===== src/rtl/nibble_serial_adder_pkg.sv =====
// Shared definitions for the nibble-serial adder: FSM state encoding and
// the width of the nibble handled by the carry-lookahead slice each cycle.
package nibble_serial_adder_pkg;

    localparam int unsigned NIB_W = 4;

    typedef enum logic [1:0] {
        IDLE = 2'd0,
        RUN  = 2'd1,
        DONE = 2'd2
    } state_t;

endpackage


===== src/rtl/nibble_serial_adder_adder_4bits.sv =====
// 4-bit carry-lookahead adder slice: purely combinational, all internal
// carries derived directly from generate/propagate terms and ci.
module adder_4bits (
    input  logic [3:0] a,
    input  logic [3:0] b,
    input  logic       ci,
    output logic [3:0] s,
    output logic       co
);

    logic [3:0] g;
    logic [3:0] p;
    logic [4:0] c;

    // Generate/propagate terms and flattened lookahead carries
    always_comb begin
        g    = a & b;
        p    = a ^ b;
        c[0] = ci;
        c[1] = g[0] | (p[0] & ci);
        c[2] = g[1] | (p[1] & g[0]) | (p[1] & p[0] & ci);
        c[3] = g[2] | (p[2] & g[1]) | (p[2] & p[1] & g[0])
             | (p[2] & p[1] & p[0] & ci);
        c[4] = g[3] | (p[3] & g[2]) | (p[3] & p[2] & g[1])
             | (p[3] & p[2] & p[1] & g[0]) | (p[3] & p[2] & p[1] & p[0] & ci);
        s    = p ^ c[3:0];
        co   = c[4];
    end

endmodule


===== src/rtl/nibble_serial_adder.sv =====
// Multi-cycle WIDTH-bit adder/subtractor. One nibble per cycle passes
// through a single adder_4bits slice; the carry is registered between
// nibbles and result nibbles are shifted in from the top of sum_reg.
// Subtraction is a + ~b + 1, with the +1 supplied as the initial carry.
module nibble_serial_adder
    import nibble_serial_adder_pkg::*;
#(
    parameter int unsigned WIDTH = 16
) (
    input  logic             clk,
    input  logic             rst_n,
    input  logic             in_valid,
    output logic             in_ready,
    input  logic [WIDTH-1:0] a,
    input  logic [WIDTH-1:0] b,
    input  logic             sub,
    output logic             out_valid,
    input  logic             out_ready,
    output logic [WIDTH-1:0] sum,
    output logic             co,
    output logic             ovf
);

    localparam int unsigned NIBBLES = WIDTH / NIB_W;
    localparam int unsigned CW      = $clog2(NIBBLES);
    localparam logic [CW-1:0] LAST  = CW'(NIBBLES - 1);

    if ((WIDTH % NIB_W) != 0 || WIDTH < 8) begin : g_width_check
        $error("nibble_serial_adder: WIDTH must be a multiple of 4 and >= 8");
    end

    state_t           state;
    logic [WIDTH-1:0] a_reg;
    logic [WIDTH-1:0] b_reg;
    logic [WIDTH-1:0] sum_reg;
    logic [CW-1:0]    count;
    logic             carry;
    logic             a_msb;
    logic             b_msb;
    logic [NIB_W-1:0] nib_s;
    logic             nib_co;

    adder_4bits u_adder (
        .a  (a_reg[NIB_W-1:0]),
        .b  (b_reg[NIB_W-1:0]),
        .ci (carry),
        .s  (nib_s),
        .co (nib_co)
    );

    // Control FSM together with the operand/result shift registers
    always_ff @(posedge clk or negedge rst_n) begin
        if (!rst_n) begin
            state   <= IDLE;
            a_reg   <= '0;
            b_reg   <= '0;
            sum_reg <= '0;
            count   <= '0;
            carry   <= 1'b0;
            a_msb   <= 1'b0;
            b_msb   <= 1'b0;
        end else begin
            case (state)
                IDLE: begin
                    if (in_valid) begin
                        a_reg <= a;
                        b_reg <= sub ? ~b : b;
                        carry <= sub;
                        count <= '0;
                        a_msb <= a[WIDTH-1];
                        b_msb <= sub ^ b[WIDTH-1];
                        state <= RUN;
                    end
                end
                RUN: begin
                    a_reg   <= a_reg >> NIB_W;
                    b_reg   <= b_reg >> NIB_W;
                    sum_reg <= {nib_s, sum_reg[WIDTH-1:NIB_W]};
                    carry   <= nib_co;
                    count   <= count + 1'b1;
                    if (count == LAST) begin
                        state <= DONE;
                    end
                end
                DONE: begin
                    if (out_ready) begin
                        state <= IDLE;
                    end
                end
                default: state <= IDLE;
            endcase
        end
    end

    // Handshake flags from state; result fields straight from registers
    always_comb begin
        in_ready  = (state == IDLE);
        out_valid = (state == DONE);
        sum       = sum_reg;
        co        = carry;
        ovf       = (a_msb == b_msb) & (sum_reg[WIDTH-1] != a_msb);
    end

endmodule


===== config.mk =====
export PLATFORM = sky130hd
export DESIGN_NAME = nibble_serial_adder
export DESIGN_NICKNAME = d
export VERILOG_FILES = /design/src/rtl/nibble_serial_adder_pkg.sv /design/src/rtl/nibble_serial_adder_adder_4bits.sv /design/src/rtl/nibble_serial_adder.sv
export SDC_FILE = /design/constraint.sdc
export NUM_CORES = 1
export LEC_CHECK = 0
export CORE_AREA = 2 2 80 82
export DETAILED_ROUTE_END_ITERATION = 16
export DIE_AREA = 0 0 82 84
export DONT_BUFFER_PORTS = 1
export MAX_ROUTING_LAYER = met4
export PLACE_DENSITY = 0.65
export SLEW_MARGIN = 20
export SYNTH_ARGS = -nofsm -noshare
export SYNTH_HDL_FRONTEND = slang
export SYNTH_SLANG_ARGS = --single-unit

===== constraint.sdc =====
create_clock -name clk -period 1.4 [get_ports clk]
set_clock_uncertainty 0.1 [all_clocks]
set_input_delay 0.14 -clock clk [delete_from_list [all_inputs] [get_ports clk]]
set_output_delay 0.14 -clock clk [all_outputs]
set_load 0.005 [all_outputs]

==> impl_metrics.tcl, run 1 <==
set metrics [dict create \
    grtUsageTotal_pct 19.50 \
    ctsHoldBuffers 35 \
    post-route-drc-count 0 \
    rows 29 \
    grt_first_pass_wirelength_um 10090 \
    ys.warnings.count 0 \
    gp_congestion 0.8212 \
    post-route-period-util_pct 105.3 \
    drv_slew 0 \
    worstMarginPinSlew_ns 0.5367 \
    instances_no_fill 406 \
    ir_drop_uv 1009 \
    rsz0062_at_grt "true" \
    grt_pass1_vias 2107 \
    die_w_um 82 \
    reg2reg_slack_ns -0.07 \
    hpwl_um 3803 \
    p_leak_nw 1.645 \
    ys_seq_area_share_pct 52.53 \
    synth_edf_count 0 \
    first_iter_violations 114 \
    cp-startpoint "state[0]$_DFFE_PN0P_" \
    htreeDepth 2 \
    hold_class "input pin to asynchronous set/reset pin" \
    reg2reg_to "a_reg[10]$_DFFE_PN0P_" \
    wl_per_cell_um 15.89 \
    synthesis.area_mm2 0.002620 \
    final.setup.worst_slack_ns -0.07423 \
    clkTransAtPathRegs_ns 0.11 \
    start_util_pct 42.98 \
    fin_crit_ns 1.474 \
    worstSetupEndpointType "register" \
    nets 371 \
    fp.dieH_um 84 \
    antenna_left 0 \
    synth_area_leader_cell "dfrtp_1" \
    clk_latency_ns 0.31 \
    avgSynthCellArea_um2 9.527 \
    num_vias 2124 \
    gr-total-overflow 0 \
    synth_top_area_share_pct 52.53 \
    synth_area_leaders "dfrtp_1 53%, nand2_1 12%, xnor2_1 5.0%" \
    dieArea_mm2 0.006888 \
    regToRegStartpoint "state[0]$_DFFE_PN0P_" \
    syn2layout_area_growth_pct 38.54 \
    post_synth_inst_count 275 \
    start_kind "register" \
    ioPinCount 57 \
    wirelength_um 6450 \
    relSlewSlack_pct 64.22 \
    dp_cells 355 \
    failed_checks "hold timing, setup timing" \
    root_buffer "clkbuf_8" \
    ys_seq_elements 55 \
    clock-sinks 55 \
    cp.required_ns 1.54 \
    core_area_mm2 0.006096 \
    nFillCells 500 \
    diodes 0 \
    vias_per_cell 5.232 \
    clockBufferDepth 2 \
    synth-main-ff-cell "dfrtp_1" \
    numCtsBuffers 5 \
    worstSetupPathType "register to register" \
    status "finished with violations" \
    powerDensity_mw_per_mm2 2386 \
    fmaxAchievable_mhz 678.3 \
    place_ws_ns -0.06883 \
    hold_violations 55 \
    tritoncts "built" \
    ff2ff_path_depth 6 \
    final.setup.tns_ns -0.6151 \
    port_buffers 0 \
    maxCapViolCount 0 \
    grt_max_degree 56 \
    antenna_found_initial 0 \
    synthDistinctLibCells 34 \
    whs_ns -0.5992 \
    cp_data_arrival_time_ns 1.61 \
    drt-pass1-iter-count 4 \
    drive_gt1_share_pct 26.14 \
    finalSetupViolCount 24 \
    critPathMaxFanout 9 \
    syn_nets 318 \
    async_reset_ff_share_pct 100.0 \
]
worst max path at each step:
stage / endpoint / slack (ns) / cells past startpoint
after floorplan: a_reg[1]$_DFFE_PN0P_ / -0.08 / 6
after global placement: co$_DFFE_PN0P_ / -0.05 / 4
after detailed placement: a_reg[2]$_DFFE_PN0P_ / -0.07 / 6
after CTS: sum[15]$_DFFE_PN0N_ / -0.05 / 4
after global routing: a_reg[1]$_DFFE_PN0P_ / -0.13 / 6
final: a_reg[10]$_DFFE_PN0P_ / -0.07 / 6
routing by layer:
metal	up-vias	share of wire (%)	global-route usage, %
li1	1025	-	-
met1	1021	44	25.44
met2	68	48	30.45
met3	10	5.1	4.329
met4	0	2.0	5.455
met5	-	0	-
cells in the mapped netlist (2+ instances only):
master and number:
nand2b_1 2, clkbuf_1 3, o21ai_2 3, nand2_1 81, buf_4 4, inv_1 6, buf_6 3, a31oi_1 12
dfrtp_1 55, a221o_1 12, xnor2_1 15, nor2b_1 2, buf_2 8, nor2_1 29, nand3_1 8, xor2_1 2
o21ai_0 8, ha_1 5, a22o_1 2
cells by family (layout without fill, tap and decap cells):
| group | count (synthesis) | in the layout | share of synthesized area (%) |
|---|---|---|---|
| fa+ha+maj | 6 | 6 | 3.152 |
| simple gates | 126 | 126 | 19.91 |
| buf+inv | 24 | 78 | 5.253 |
| compound gates | 47 | 47 | 13.47 |
| xor+xnor | 17 | 17 | 5.683 |
| flops | 55 | 55 | 52.53 |
cells in the final DEF, fill, tap and decap left out, types with 6 or more instances in the layout:
cell type,instances
nor2_1,19
nand3_2,8
nand2_2,7
clkbuf_8,6
xnor2_1,15
nor2_2,8
dlygate4sd3_1,34
buf_4,15
buf_6,7
nand2_1,74
a221o_1,12
dfrtp_1,53
a31oi_1,11
stage by stage:
stage	instance area [µm²]	hold WS (ns)	util, %	total power [mW]
global route	3630	-0.6252	59.54	9.263
CTS	3500	-0.5993	57.41	8.226
finish	3630	-0.5992	59.54	8.660
global placement	2860	-0.2545	46.92	6.268
detailed placement	2860	-0.2543	46.92	6.410
floorplan	2661	-0.2556	-	5.293
power breakdown:
| part | leakage (nW) | internal, mW | switching [mW] |
|---|---|---|---|
| Sequential | 0.685 | 2.35 | 0.612 |
| Clock | 0.0618 | 0.589 | 0.546 |
| Combinational | 0.899 | 2.33 | 2.23 |
timing repair:
action                                  in CTS  in global routing
gates cloned                                 2                  1
pin swaps                                    6                 15
endpoints found under the setup margin      30                 33
hold endpoints to repair                    88                 55
setup buffers                                1                  5
resized for setup                           26                 28
area by class of cell:
cell class              count  area (µm²)  share of cell area (%)
flip-flops and latches     55        1379                   37.99
well taps                  77       96.34                   2.654
clock buffers               6       82.58                   2.275
inverters                   6       22.52                  0.6205
multi-input cells         196        1319                   36.33
repair buffers             64       691.9                   19.06
clock inverters             2       38.79                   1.069
critical path, cell delays in order, from the launching register on:
cell and delay [ns]:
dfrtp_2 0.42, buf_6 0.14, nor3b_4 0.20, buf_4 0.17, clkbuf_16 0.16, nand2_1 0.07, a31oi_1 0.15
Note: power is estimated with default switching activity, not from simulation.
==> run 2: changes to the inputs <==
--- a/config.mk
+++ b/config.mk
@@ -5,9 +5,9 @@
 export SDC_FILE = /design/constraint.sdc
 export NUM_CORES = 1
 export LEC_CHECK = 0
-export CORE_AREA = 2 2 80 82
+export CORE_AREA = 2 2 102 65
 export DETAILED_ROUTE_END_ITERATION = 16
-export DIE_AREA = 0 0 82 84
+export DIE_AREA = 0 0 104 67
 export DONT_BUFFER_PORTS = 1
 export MAX_ROUTING_LAYER = met4
 export PLACE_DENSITY = 0.65
==> constraint.sdc (replaced) <==
create_clock -name clk -period 1.4 [get_ports clk]
set_clock_uncertainty 0.1 [all_clocks]
set_input_delay 0.28 -clock clk [delete_from_list [all_inputs] [get_ports clk]]
set_output_delay 0.28 -clock clk [all_outputs]
set_load 0.005 [all_outputs]
==> impl_metrics.tcl, run 2 (same netlist as run 1, synthesis figures left out) <==
set metrics [dict create \
    seq_power_share_pct 34.1 \
    clockBufferDepth 2 \
    gp_congestion 0.7960 \
    cp.required_ns 1.54 \
    htreeDepth 2 \
    finalCoreUtilization_pct 59.01 \
    numCtsBuffers 5 \
    root_buffer "clkbuf_8" \
    regToRegStartpoint "state[0]$_DFFE_PN0P_" \
    reg2reg_slack_ns -0.12 \
    gr-total-overflow 0 \
    cp-startpoint "state[0]$_DFFE_PN0P_" \
    final.setup.worst_slack_ns -0.1187 \
    final_common_cell "nand2_1" \
    rsz0062_at_grt "true" \
    antenna_left 0 \
    drv_slew 0 \
    grt_pass1_vias 2065 \
    worstSetupPathType "register to register" \
    hpwl_um 3891 \
    clkPwrFrac_pct 10.3 \
    core_area_mm2 0.005946 \
    ioPinCount 57 \
    power_frac_comb_pct 55.6 \
    antenna_found_initial 0 \
    post-route-period-util_pct 108.5 \
    grt_max_degree 56 \
    critPathMaxFanout 6 \
    fp.dieH_um 67 \
    final_cell_mix "61 x nand2_1, 53 x dfrtp_1, 17 x nor2_1" \
    power_mw 8.685 \
    start_kind "register" \
    ff2ff_path_depth 6 \
    final.setup.tns_ns -2.127 \
    clock-sinks 55 \
    whs_ns -0.4569 \
    status "finished with violations" \
    grt_first_pass_wirelength_um 11030 \
    p_leak_nw 1.581 \
    rows 22 \
    first_iter_violations 134 \
    internal-power_mw 5.151 \
    drive_gt1_share_pct 34.94 \
    powerDensity_mw_per_mm2 2476 \
    wirelength_um 7065 \
    dieArea_mm2 0.006968 \
    failed_checks "hold timing, setup timing" \
    hold_violations 55 \
    maxCapViolCount 0 \
    place_ws_ns -0.1034 \
    syn2layout_area_growth_pct 33.91 \
    wl_per_cell_um 17.84 \
    cp_data_arrival_time_ns 1.66 \
    fmaxAchievable_mhz 658.5 \
    diodes 0 \
    nets 354 \
    crit_end "a_reg[3]$_DFFE_PN0P_" \
    relSlewSlack_pct 82.02 \
    post-route-drc-count 0 \
    vias_per_cell 5.449 \
    fin_crit_ns 1.519 \
    p_switching_mw 3.534 \
    hold_class "input pin to asynchronous set/reset pin" \
    worstSetupEndpointType "register" \
    reg2reg_to "a_reg[3]$_DFFE_PN0P_" \
    p_sw_share_pct 40.69 \
    die_w_um 104 \
    num_vias 2158 \
    start_util_pct 44.07 \
    tritoncts "built" \
    worstMarginPinSlew_ns 0.2688 \
    port_buffers 0 \
    grtUsageTotal_pct 21.53 \
    drt-pass1-iter-count 5 \
    ir_drop_uv 868.7 \
    clkTransAtPathRegs_ns 0.10 \
    finalSetupViolCount 51 \
    clk_latency_ns 0.32 \
]
[run 2: cell type report]
class	count	area [µm²]
multi-input combinational	203	1451
tap	84	105.1
clock inverter	3	20.02
clock buffer	5	68.82
sequential	55	1379
timing repair buffer	40	461.7
fill	523	2437
inverter	6	22.52
[run 2: power by group through the flow]
stage          Combinational, mW  Sequential, mW  Clock, mW
4_1_cts                     4.19            2.94      0.915
3_3_place_gp                3.29            2.91          0
6_report                    4.83            2.96      0.895
2_1_floorplan               2.50            2.80          0
5_1_grt                     5.29            3.06      0.971
3_5_place_dp                3.39            2.93          0
[run 2: critical path, stage by stage, from the launching register on]
cell and delay, ns:
dfrtp_2 0.43, buf_6 0.14, nor3b_4 0.26, buf_12 0.17, buf_8 0.14, nand2_2 0.05
a31oi_1 0.16
[run 2: per-layer routing]
metal	vias up	wire length (µm)	global-route usage, %	share of wire, %
li1	1002	-	-	-
met1	1080	3349	29.85	47
met2	69	3070	31.17	43
met3	7	578	6.360	8.2
met4	0	67	5.068	0.95
met5	-	0	-	0
[run 2: through the flow]
stage                     instances  area, µm²
after floorplan                 275       2661
after global placement          356       2811
after detailed placement        356       2811
after CTS                       389       3283
after global routing            396       3508
final                           396       3508
[run 2: how the worst min path moves through the flow]
| stage | slack (ns) | cells past startpoint | to | startpoint |
|---|---|---|---|---|
| 5_1_grt | -0.48 | 0 | sum[10]$_DFFE_PN0N_ | rst_n |
| 2_1_floorplan | -0.12 | 0 | a_msb$_DFFE_PN0P_ | rst_n |
| 4_1_cts | -0.47 | 0 | sum[10]$_DFFE_PN0N_ | rst_n |
| 6_report | -0.46 | 0 | sum[10]$_DFFE_PN0N_ | rst_n |
| 3_5_place_dp | -0.11 | 0 | state[1]$_DFFE_PN0P_ | rst_n |
| 3_3_place_gp | -0.11 | 0 | b_reg[7]$_DFFE_PN0P_ | rst_n |
[run 2: what timing repair did]
| item | 4_1_cts | 5_1_grt |
|---|---|---|
| gates cloned | 8 | 1 |
| hold buffers | 6 | 2 |
| endpoints found under the setup margin | 54 | 56 |
| pin swaps | 22 | 45 |
| resized for setup | 40 | 42 |
| hold endpoints to repair | 61 | 57 |
| setup buffers | 11 | 6 |
